$ cat src/rtl/hazard_flush_if.sv
// Issue/redirect/load-completion bundle between decode, execute, memory and
// the hazard/flush controller. The controller sits on the slave side.
interface hazard_flush_if #(
    parameter int NUM_REGS       = 32,
    parameter int REG_ADDR_WIDTH = 5
);
    // Decode -> controller: instruction presented for issue
    logic                      issue_valid;
    logic [REG_ADDR_WIDTH-1:0] issue_rs1;
    logic [REG_ADDR_WIDTH-1:0] issue_rs2;
    logic                      issue_uses_rs1;
    logic                      issue_uses_rs2;
    logic [REG_ADDR_WIDTH-1:0] issue_rd;
    logic                      issue_is_load;
    logic                      issue_is_fence;
    logic                      issue_ready;

    // Execute / memory -> controller
    logic                      ex_redirect;
    logic                      load_done;
    logic [REG_ADDR_WIDTH-1:0] load_done_rd;

    // Controller -> front end and observers
    logic                      flush_fetch;
    logic                      flush_decode;
    logic [NUM_REGS-1:0]       pending_mask;
    logic                      hazard_timeout;

    modport master (
        output issue_valid, issue_rs1, issue_rs2, issue_uses_rs1, issue_uses_rs2,
               issue_rd, issue_is_load, issue_is_fence,
               ex_redirect, load_done, load_done_rd,
        input  issue_ready, flush_fetch, flush_decode, pending_mask, hazard_timeout
    );

    modport slave (
        input  issue_valid, issue_rs1, issue_rs2, issue_uses_rs1, issue_uses_rs2,
               issue_rd, issue_is_load, issue_is_fence,
               ex_redirect, load_done, load_done_rd,
        output issue_ready, flush_fetch, flush_decode, pending_mask, hazard_timeout
    );
endinterface

$ cat src/rtl/hazard_flush_controller.sv
// Issue sequencer between decode and execute. Tracks destination registers of
// in-flight loads, stalls load-use / WAW hazards, holds fences until all loads
// retire, and emits fixed-length fetch/decode flush pulses on a redirect.
module hazard_flush_controller #(
    parameter int NUM_REGS       = 32,
    parameter int REG_ADDR_WIDTH = 5,
    parameter int FLUSH_CYCLES   = 2,
    parameter int STALL_TIMEOUT  = 255
) (
    input logic          clk,
    input logic          rst_n,
    hazard_flush_if.slave bus
);

    typedef enum logic [1:0] {
        ST_RUN,
        ST_DRAIN,
        ST_FLUSH
    } state_t;

    localparam int FLUSH_CNT_W = (FLUSH_CYCLES > 1) ? $clog2(FLUSH_CYCLES) : 1;
    localparam int STALL_CNT_W = $clog2(STALL_TIMEOUT + 1);
    localparam logic [FLUSH_CNT_W-1:0] FLUSH_LOAD  = FLUSH_CNT_W'(FLUSH_CYCLES - 1);
    localparam logic [STALL_CNT_W-1:0] STALL_LIMIT = STALL_CNT_W'(STALL_TIMEOUT);

    function automatic logic [NUM_REGS-1:0] onehot(input logic [REG_ADDR_WIDTH-1:0] idx);
        onehot      = '0;
        onehot[idx] = 1'b1;
    endfunction

    state_t                 state;
    state_t                 state_next;
    logic [FLUSH_CNT_W-1:0] flush_cnt;
    logic [FLUSH_CNT_W-1:0] flush_cnt_next;
    logic                   flush_q;
    logic [NUM_REGS-1:0]    pending_mask;
    logic [NUM_REGS-1:0]    pending_next;
    logic [NUM_REGS-1:0]    done_onehot;
    logic [NUM_REGS-1:0]    set_onehot;
    logic [NUM_REGS-1:0]    eff_pending;
    logic [STALL_CNT_W-1:0] stall_cnt;
    logic [STALL_CNT_W-1:0] stall_next;
    logic                   timeout_q;
    logic                   hazard;
    logic                   fence_block;
    logic                   issue_ready;
    logic                   fire;

    // Scoreboard view with same-cycle load completion bypassed, hazard detect
    // and issue handshake.
    always_comb begin
        // NOTE: every signal gets a default first so no path leaves it unassigned (no latch).
        done_onehot = '0;
        set_onehot  = '0;
        if (bus.load_done) begin
            done_onehot = onehot(bus.load_done_rd);
        end
        // Bit 0 is never set, so a completion naming x0 clears nothing.
        eff_pending = pending_mask & ~done_onehot;
        hazard      = (bus.issue_uses_rs1 & eff_pending[bus.issue_rs1])
                    | (bus.issue_uses_rs2 & eff_pending[bus.issue_rs2])
                    | (bus.issue_is_load  & eff_pending[bus.issue_rd]);
        fence_block = bus.issue_is_fence & (|eff_pending);
        issue_ready = (state == ST_RUN) & ~hazard & ~bus.ex_redirect & ~fence_block;
        fire        = bus.issue_valid & issue_ready;
        if (fire && bus.issue_is_load && (bus.issue_rd != '0)) begin
            set_onehot = onehot(bus.issue_rd);
        end
        // A load issuing to a register whose older load completes now keeps it pending.
        pending_next = (pending_mask & ~done_onehot) | set_onehot;
    end

    // Next-state logic: redirect beats everything, fences wait for the drain.
    always_comb begin
        state_next     = state;
        flush_cnt_next = flush_cnt;
        case (state)
            ST_RUN: begin
                if (bus.ex_redirect) begin
                    state_next     = ST_FLUSH;
                    flush_cnt_next = FLUSH_LOAD;
                end else if (bus.issue_valid && fence_block) begin
                    state_next = ST_DRAIN;
                end
            end
            ST_DRAIN: begin
                if (bus.ex_redirect) begin
                    state_next     = ST_FLUSH;
                    flush_cnt_next = FLUSH_LOAD;
                end else if (eff_pending == '0) begin
                    state_next = ST_RUN;
                end
            end
            ST_FLUSH: begin
                if (bus.ex_redirect) begin
                    flush_cnt_next = FLUSH_LOAD;
                end else if (flush_cnt == '0) begin
                    state_next = ST_RUN;
                end else begin
                    flush_cnt_next = flush_cnt - FLUSH_CNT_W'(1);
                end
            end
            default: begin
                state_next = ST_RUN;
            end
        endcase
    end

    // Stall length: counts refused cycles outside FLUSH, saturating at the limit.
    always_comb begin
        stall_next = stall_cnt;
        if (!bus.issue_valid || fire) begin
            stall_next = '0;
        end else if ((state != ST_FLUSH) && (stall_cnt != STALL_LIMIT)) begin
            stall_next = stall_cnt + STALL_CNT_W'(1);
        end
    end

    // Control state, flush pulse and flush length counter.
    always_ff @(posedge clk or negedge rst_n) begin
        if (!rst_n) begin
            state     <= ST_RUN;
            flush_cnt <= '0;
            flush_q   <= 1'b0;
        end else begin
            // NOTE: non-blocking so every flop samples pre-edge values regardless of statement order.
            state     <= state_next;
            flush_cnt <= flush_cnt_next;
            flush_q   <= (state_next == ST_FLUSH);
        end
    end

    // Load scoreboard; flushes leave it alone since in-flight loads predate the branch.
    always_ff @(posedge clk or negedge rst_n) begin
        if (!rst_n) begin
            // NOTE: the scoreboard is a flop vector, not a RAM, so it is reset like any register.
            pending_mask <= '0;
        end else begin
            pending_mask <= pending_next;
        end
    end

    // Stall watchdog; the timeout flag is sticky until reset.
    always_ff @(posedge clk or negedge rst_n) begin
        if (!rst_n) begin
            stall_cnt <= '0;
            timeout_q <= 1'b0;
        end else begin
            stall_cnt <= stall_next;
            if (stall_next == STALL_LIMIT) begin
                timeout_q <= 1'b1;
            end
        end
    end

    assign bus.issue_ready    = issue_ready;
    assign bus.flush_fetch    = flush_q;
    assign bus.flush_decode   = flush_q;
    assign bus.pending_mask   = pending_mask;
    assign bus.hazard_timeout = timeout_q;

endmodule

$ cat src/flat_wrapper.sv
// flat-port wrapper written by rule: the top's interface ports become plain ports
module hazard_flush_controller_flat 
#(
    parameter int NUM_REGS       = 32,
    parameter int REG_ADDR_WIDTH = 5,
    parameter int FLUSH_CYCLES   = 2,
    parameter int STALL_TIMEOUT  = 255
)
  (clk, rst_n, bus_issue_valid, bus_issue_rs1, bus_issue_rs2, bus_issue_uses_rs1, bus_issue_uses_rs2, bus_issue_rd, bus_issue_is_load, bus_issue_is_fence, bus_ex_redirect, bus_load_done, bus_load_done_rd, bus_issue_ready, bus_flush_fetch, bus_flush_decode, bus_pending_mask, bus_hazard_timeout);
  hazard_flush_if #(.NUM_REGS(NUM_REGS), .REG_ADDR_WIDTH(REG_ADDR_WIDTH)) bus_i ();
  input logic clk;
  input logic rst_n;
  input wire logic [$bits(bus_i.issue_valid)-1:0] bus_issue_valid;
  input wire logic [$bits(bus_i.issue_rs1)-1:0] bus_issue_rs1;
  input wire logic [$bits(bus_i.issue_rs2)-1:0] bus_issue_rs2;
  input wire logic [$bits(bus_i.issue_uses_rs1)-1:0] bus_issue_uses_rs1;
  input wire logic [$bits(bus_i.issue_uses_rs2)-1:0] bus_issue_uses_rs2;
  input wire logic [$bits(bus_i.issue_rd)-1:0] bus_issue_rd;
  input wire logic [$bits(bus_i.issue_is_load)-1:0] bus_issue_is_load;
  input wire logic [$bits(bus_i.issue_is_fence)-1:0] bus_issue_is_fence;
  input wire logic [$bits(bus_i.ex_redirect)-1:0] bus_ex_redirect;
  input wire logic [$bits(bus_i.load_done)-1:0] bus_load_done;
  input wire logic [$bits(bus_i.load_done_rd)-1:0] bus_load_done_rd;
  output wire logic [$bits(bus_i.issue_ready)-1:0] bus_issue_ready;
  output wire logic [$bits(bus_i.flush_fetch)-1:0] bus_flush_fetch;
  output wire logic [$bits(bus_i.flush_decode)-1:0] bus_flush_decode;
  output wire logic [$bits(bus_i.pending_mask)-1:0] bus_pending_mask;
  output wire logic [$bits(bus_i.hazard_timeout)-1:0] bus_hazard_timeout;
  assign bus_i.issue_valid = bus_issue_valid;
  assign bus_i.issue_rs1 = bus_issue_rs1;
  assign bus_i.issue_rs2 = bus_issue_rs2;
  assign bus_i.issue_uses_rs1 = bus_issue_uses_rs1;
  assign bus_i.issue_uses_rs2 = bus_issue_uses_rs2;
  assign bus_i.issue_rd = bus_issue_rd;
  assign bus_i.issue_is_load = bus_issue_is_load;
  assign bus_i.issue_is_fence = bus_issue_is_fence;
  assign bus_i.ex_redirect = bus_ex_redirect;
  assign bus_i.load_done = bus_load_done;
  assign bus_i.load_done_rd = bus_load_done_rd;
  assign bus_issue_ready = bus_i.issue_ready;
  assign bus_flush_fetch = bus_i.flush_fetch;
  assign bus_flush_decode = bus_i.flush_decode;
  assign bus_pending_mask = bus_i.pending_mask;
  assign bus_hazard_timeout = bus_i.hazard_timeout;
  hazard_flush_controller #(.NUM_REGS(NUM_REGS), .REG_ADDR_WIDTH(REG_ADDR_WIDTH), .FLUSH_CYCLES(FLUSH_CYCLES), .STALL_TIMEOUT(STALL_TIMEOUT)) u_core (.clk(clk), .rst_n(rst_n), .bus(bus_i));
endmodule
$ cat config.mk
export PLATFORM = sky130hd
export DESIGN_NAME = hazard_flush_controller_flat
export DESIGN_NICKNAME = d
export VERILOG_FILES = /design/src/rtl/hazard_flush_if.sv /design/src/rtl/hazard_flush_controller.sv /design/src/flat_wrapper.sv
export SDC_FILE = /design/constraint.sdc
export NUM_CORES = 1
export LEC_CHECK = 0
export CAP_MARGIN = 0
export CORE_MARGIN = 3
export CORE_UTILIZATION = 57
export DETAILED_ROUTE_END_ITERATION = 7
export GPL_TIMING_DRIVEN = 0
export PLACE_DENSITY = 0.94
export SLEW_MARGIN = 20
export SYNTH_ARGS = -nofsm -noshare
export SYNTH_HDL_FRONTEND = slang
export SYNTH_SLANG_ARGS = --single-unit
$ cat constraint.sdc
create_clock -name clk -period 8.67 [get_ports clk]
set_clock_uncertainty 0.05 [all_clocks]
set_input_delay 0.867 -clock clk [delete_from_list [all_inputs] [get_ports clk]]
set_output_delay 0.867 -clock clk [all_outputs]
set_load 0.02 [all_outputs]
==> run summary, run 1 <==
Max Clk Rate -> 158 MHz
Die area -> 0.00681 mm²
FF-to-FF setup slack -> 5.30 ns
Gpl congestion -> 0.995
Status -> completed
Sequential share of power -> 39.5%
Worst Max-Slew Pin Slew -> 1.21 ns
# rows -> 27
Routed wire length -> 13.0 mm
Crit Path Max Fanout -> 10
Pwr dens -> 140 mW/mm²
Post-route ant nets -> 0
Fin. Hold Viols -> 0
Setup crit end kind -> primary output
Core area -> 0.00557 mm²
Synth warn -> 0
Logic pwr share -> 27.6%
EDFF count, synth -> 0
Maxcap violations -> 0
DIE WIDTH -> 82.5 µm
I/O Pins -> 65
Largest cells by area after synthesis -> dfrtp_1 34%, o31ai_1 7.6%, mux2i_1 4.2%
Diodes inserted -> 0
CTS buffer count -> 5
Clock power share -> 32.8%
Die Span Y -> 82.5 µm
Share of cells above drive strength 1 -> 7.98%
WP data required -> 7.75 ns
Fin crit share -> 73.1%
Worst skew pair latency -> 0.31 ns
Synth Register Bits -> 45
Hold Slack -> 0.415 ns
Synth Cell Area -> 0.00334 mm²
Sw Share -> 31.8%
DRT Pass-1 Iters -> 5
Clock transition at path regs -> 0.08 ns
Starting Density -> 59.9%
Area growth syn-to-layout -> 24.9%
DRT iter0 DRCs -> 653
Clk Tree Root Cell -> clkbuf_8
Max-slew headroom -> 18.6%
Synth top cells by count -> 45 x dfrtp_1, 34 x o31ai_1, 28 x nand2_1, 28 x nor2_1, 25 x o21ai_0
Syn_nets -> 413
Synth top area share -> 33.7%
Int Power -> 396 µW
Layout Utilization -> 74.8%
Initial antenna violation count -> 0
Global-route wire length before repair -> 19.8 mm
PortBufs -> 59
RSZ-0062 raised after global routing -> no
Post-synthesis sequential area ratio -> 33.7%
Maximum clock path buffer count -> 2
Ys async rst share -> 100%
Synthesized instance count -> 383
Switching pwr -> 185 µW
RR Startpoint -> u_core.bus.pending_mask[7]$_DFF_PN0_
Vias per inst -> 7.59
Setup bufs post-CTS -> 0
Arr. time, crit path -> 5.42 ns
Worst setup path class -> primary input to primary output
CTS tree -> built
VDD IR-drop max -> 0.140 mV
Cell taking the most area after synthesis -> dfrtp_1
Hold Crit Class -> primary input to async pin
Dpl hpwl -> 9.39 mm
Gr usage total -> 39.4%
Cell leakage power -> 0.00164 µW
Drt drc -> 0
Global route overflow -> 0
RR Endpoint -> u_core.bus.pending_mask[6]$_DFF_PN0_
Main synth FF type -> dfrtp_1
Finish-stage setup viols -> 0
Distinct cells, synth -> 61
Vias -> 3968
Register-to-Register Path Depth -> 8
Clk sinks -> 45
WL/cell -> 24.8 µm
Final TNS setup -> 0 ns
Mean Syn Cell Area -> 8.72 µm²
Post-CTS resize count -> 0
Fin nets -> 480
CTS Hold Bufs -> 0
Number of global-route vias before repair -> 3732
Dominant cell by count in the synthesized netlist -> dfrtp_1
CP Launch Type -> primary input
Tmin final -> 6.34 ns
Fin. max-slew vios -> 0
Htree depth -> 2
Fill cell count -> 395
Largest net degree at the start of global routing -> 32
-- state kept, by name, summed over array words and instances, names as in the netlist --
register / flops
u_core.flush_cnt: 1
u_core.state: 2
u_core.bus.hazard_timeout: 1
u_core.bus.pending_mask: 32
u_core.bus.flush_decode: 1
u_core.stall_cnt: 8
-- critical path, stage by stage --
cell and delay (ns):
clkdlybuf4s50_1 0.56, nand4b_1 0.46, o21ai_0 0.89, nor3b_1 0.12
nor4_1 0.32, nand4_1 0.12, o41ai_1 0.82, nand4_2 0.36
buf_6 0.25, inv_1 0.05, clkdlybuf4s50_1 0.59
-- placed cells by master (no fill, tap or decap), types with 7 or more instances in the layout --
cell / n
mux2i_1: 14
nand2_1: 28
o21ai_1: 8
nand3_1: 10
nor3_1: 15
a21oi_1: 10
o31ai_1: 34
nor2_1: 28
nand2b_1: 9
clkdlybuf4s50_1: 58
nand4_1: 18
o21ai_0: 25
dfrtp_1: 45
and3_1: 9
inv_1: 7
clkbuf_1: 14
nor4_1: 12
-- metal layers --
layer  global-route usage [%]  routed length (µm)  vias to the layer above
met5                        0                   0                        -
met4                     19.0                 709                        0
met3                     8.57                1710                       89
met2                     64.7                6050                      398
met1                     49.1                4520                     1845
li1                         -                   -                     1636
-- worst max-delay path by stage --
| stage | start | endpoint | slack, ns | cells past startpoint |
|---|---|---|---|---|
| after floorplan | bus_load_done_rd[0] | bus_issue_ready | 4.61 | 10 |
| after global placement | bus_load_done_rd[4] | bus_issue_ready | 2.72 | 11 |
| after detailed placement | bus_load_done_rd[4] | bus_issue_ready | 2.65 | 11 |
| after CTS | bus_load_done_rd[4] | bus_issue_ready | 2.64 | 11 |
| after global routing | bus_load_done_rd[4] | bus_issue_ready | 2.31 | 11 |
| final | bus_load_done_rd[4] | bus_issue_ready | 2.33 | 11 |
-- logic make-up after synthesis --
family	after synthesis	share of synthesized area, %
buffers and inverters	33	5.06
and+or+nand+nor	158	26.4
DFF	45	33.7
AOI/OAI and AO/OA	117	24.6
muxes	19	7.23
xor gates and xnor gates	10	2.62
adders and majority gates	1	0.375
-- power groups by stage --
stage	logic, µW	clock network, µW	registers, µW
final	161	191	230
after global placement	150	0	233
after CTS	155	188	229
after floorplan	77.8	0	241
after detailed placement	154	0	233
after global routing	168	197	231
-- final cells by class --
cell class	count	area (µm²)	area share, %
clock buffer	5	68.8	1.65
tap	72	90.1	2.16
buffer	26	143	3.42
clock inverter	3	65.1	1.56
inverter	7	26.3	0.630
sequential	45	1130	27.0
timing repair buffer	60	606	14.5
multi-input combinational	305	2040	49.0
-- through the flow --
| step | area [µm²] | setup slack, ns | cells | power, µW |
|---|---|---|---|---|
| 2_1_floorplan | 3340 | 4.61 | 383 | 319 |
| 4_1_cts | 4170 | 2.64 | 523 | 573 |
| 5_1_grt | 4170 | 2.31 | 523 | 596 |
| 6_report | 4170 | 2.33 | 523 | 582 |
| 3_3_place_gp | 4020 | 2.72 | 514 | 383 |
| 3_5_place_dp | 4030 | 2.65 | 515 | 387 |
Power figures use the tool's default switching activity.
==> inputs of run 2 (changes only) <==
--- a/config.mk
+++ b/config.mk
@@ -7,10 +7,10 @@
 export LEC_CHECK = 0
 export CAP_MARGIN = 0
 export CORE_MARGIN = 3
-export CORE_UTILIZATION = 57
+export CORE_UTILIZATION = 53
 export DETAILED_ROUTE_END_ITERATION = 7
 export GPL_TIMING_DRIVEN = 0
-export PLACE_DENSITY = 0.94
+export PLACE_DENSITY = 0.88
 export SLEW_MARGIN = 20
 export SYNTH_ARGS = -nofsm -noshare
 export SYNTH_HDL_FRONTEND = slang
==> constraint.sdc (replaced) <==
create_clock -name clk -period 6.65 [get_ports clk]
set_clock_uncertainty 0.05 [all_clocks]
set_input_delay 0.665 -clock clk [delete_from_list [all_inputs] [get_ports clk]]
set_output_delay 0.665 -clock clk [all_outputs]
set_load 0.02 [all_outputs]
==> run 2 against run 1 <==
Cell area down 0.36%. Global-route usage down 5.5 points. Flip-flop and latch count unchanged. Critical endpoint unchanged.
==> run summary, run 2 (synthesis results as in run 1) <==
Post-Layout Cell Count -> 526 (+0.57%)
Diodes inserted -> 0 (unchanged)
Global route overflow -> 0 (unchanged)
Die area -> 0.00729 mm² (+7.0%)
Vias per inst -> 7.04 (-7.2%)
Switching pwr -> 238 µW (+29%)
Core area -> 0.00603 mm² (+8.1%)
Htree depth -> 2 (unchanged)
PortBufs -> 59 (unchanged)
Dpl hpwl -> 8.95 mm (-4.7%)
Fin nets -> 480 (unchanged)
Global-route wire length before repair -> 19.1 mm (-3.6%)
Design area -> 0.00415 mm² (-0.36%)
Maxcap violations -> 0 (unchanged)
Power Total -> 718 µW (+24%)
Starting Density -> 55.4% (-4.5 points)
Post-CTS resize count -> 0 (unchanged)
Worst Max-Slew Pin Slew -> 1.02 ns (-0.191 ns)
Post-route ant nets -> 0 (unchanged)
Clk sinks -> 45 (unchanged)
Finish-stage setup viols -> 0 (unchanged)
Clock power share -> 29.7% (-3.1 points)
Final worst slack -> 0.833 ns (-1.50 ns)
DRT Pass-1 Iters -> 5 (unchanged)
Clk Tree Root Cell -> clkbuf_8
Status -> completed
Pre-CTS setup slack -> 1.08 ns (-1.57 ns)
DRT iter0 DRCs -> 526 (-19%)
Pwr dens -> 173 mW/mm² (+24%)
Max-slew headroom -> 31.5% (+13 points)
Largest regs -> u_core.bus.pending_mask (32), u_core.stall_cnt (8), u_core.state (2)
Crit Path Max Fanout -> 10 (unchanged)
Cell leakage power -> 0.00163 µW (-0.84%)
CTS tree -> built
Die Span Y -> 85.4 µm (+3.4%)
Int Power -> 480 µW (+21%)
Maximum clock path buffer count -> 2 (unchanged)
CP Launch Type -> primary input
Fin. Hold Viols -> 0 (unchanged)
Worst skew pair latency -> 0.31 ns (about the same)
Largest net degree at the start of global routing -> 31 (-3.1%)
Area growth syn-to-layout -> 24.4%
Gpl congestion -> 1.02 (+2.1%)
WP data required -> 5.93 ns (-1.82 ns)
VDD IR-drop max -> 0.178 mV (+27%)
Drt drc -> 0 (unchanged)
DIE WIDTH -> 85.4 µm (+3.4%)
Gr usage total -> 33.9% (-5.5 points)
WL/cell -> 23.3 µm (-6.4%)
Sequential share of power -> 41.6% (+2.1 points)
Routed wire length -> 12.2 mm (-5.9%)
Tmin final -> 5.82 ns
RSZ-0062 raised after global routing -> no
Worst setup path class -> primary input to primary output
Arr. time, crit path -> 5.10 ns (-0.32 ns)
Fin crit share -> 87.5%
Fin. max-slew vios -> 0 (unchanged)
Hold Crit Class -> primary input to async pin
Largest register FFs -> 32 (unchanged)
Sw Share -> 33.2% (+1.3 points)
Vias -> 3704 (-6.7%)
Commonest non-fill, non-tap cells in the layout -> 58 x clkdlybuf4s50_1, 45 x dfrtp_1, 34 x o31ai_1
Max Clk Rate -> 172 MHz
Setup bufs post-CTS -> 0 (unchanged)
Register-to-Register Path Depth -> 8 (unchanged)
Share of cells above drive strength 1 -> 7.98% (unchanged)
Final TNS setup -> 0 ns (unchanged)
Initial antenna violation count -> 0 (unchanged)
Logic pwr share -> 28.7% (+1.1 points)
# rows -> 28 (+3.7%)
I/O Pins -> 65 (unchanged)
Placed cell areas -> 0.00404 mm² (about the same)
Commonest non-fill, non-tap cell in the layout -> clkdlybuf4s50_1
Placed Cells -> 518 (+0.58%)
Most flop-heavy register -> u_core.bus.pending_mask
Setup crit end kind -> primary output
CTS buffer count -> 5 (unchanged)
CTS Hold Bufs -> 0 (unchanged)
Clock transition at path regs -> 0.09 ns (about the same)
Number of global-route vias before repair -> 3576 (-4.2%)
[run 2: final timing paths]
kind | endpoint | from | slack (ns)
max reg2reg | u_core.bus.pending_mask[25]$_DFF_PN0_ | u_core.bus.pending_mask[24]$_DFF_PN0_ | 3.42
min | u_core.bus.pending_mask[10]$_DFF_PN0_ | rst_n | 0.22
min reg2reg | u_core.bus.hazard_timeout$_DFFE_PN0N_ | u_core.bus.hazard_timeout$_DFFE_PN0N_ | 0.43
min in group clk | u_core.bus.hazard_timeout$_DFFE_PN0N_ | u_core.bus.hazard_timeout$_DFFE_PN0N_ | 0.43
max | bus_issue_ready | bus_load_done_rd[4] | 0.83
max in group asynchronous | u_core.stall_cnt[2]$_DFF_PN0_ | rst_n | 5.83
[run 2: stage by stage]
stage               hold slack [ns]  utilization, %
global route                  0.245            68.9
detailed placement            0.406            67.0
global placement              0.406            66.8
finish                        0.224            68.9
CTS                           0.229            68.9
floorplan                     0.319               -
[run 2: cell type report]
cell class / instances / area [µm²]
multi-input combinational: 305 / 2040
fill: 514 / 1870
sequential: 45 / 1130
timing repair buffer: 60 / 606
buffer: 26 / 143
tap: 75 / 93.8
clock buffer: 5 / 68.8
clock inverter: 3 / 46.3
inverter: 7 / 26.3
[run 2: metal layers]
metal	global-route usage [%]	up-vias	share of wire, %	wire length (µm)
met5	0	-	0	0
met4	16.7	0	4.1	507
met3	6.89	49	10	1250
met2	53.2	272	47	5760
met1	44.5	1748	39	4710
li1	-	1635	-	-
[run 2: worst max-delay path, stage by stage]
cell             delay [ns]
clkdlybuf4s50_1        0.55
nand4b_1               0.51
o21ai_0                0.82
nor3b_1                0.12
nor4_1                 0.30
nand4_1                0.14
o41ai_1                0.76
nand4_2                0.36
buf_6                  0.25
inv_1                  0.05
clkdlybuf4s50_1        0.59
[run 2: power groups by stage]
stage               combinational, µW  sequential, µW  clock, µW
global route                      219             301        226
finish                            206             299        213
global placement                  196             304          0
detailed placement                199             304          0
floorplan                         101             315          0
CTS                               200             299        214
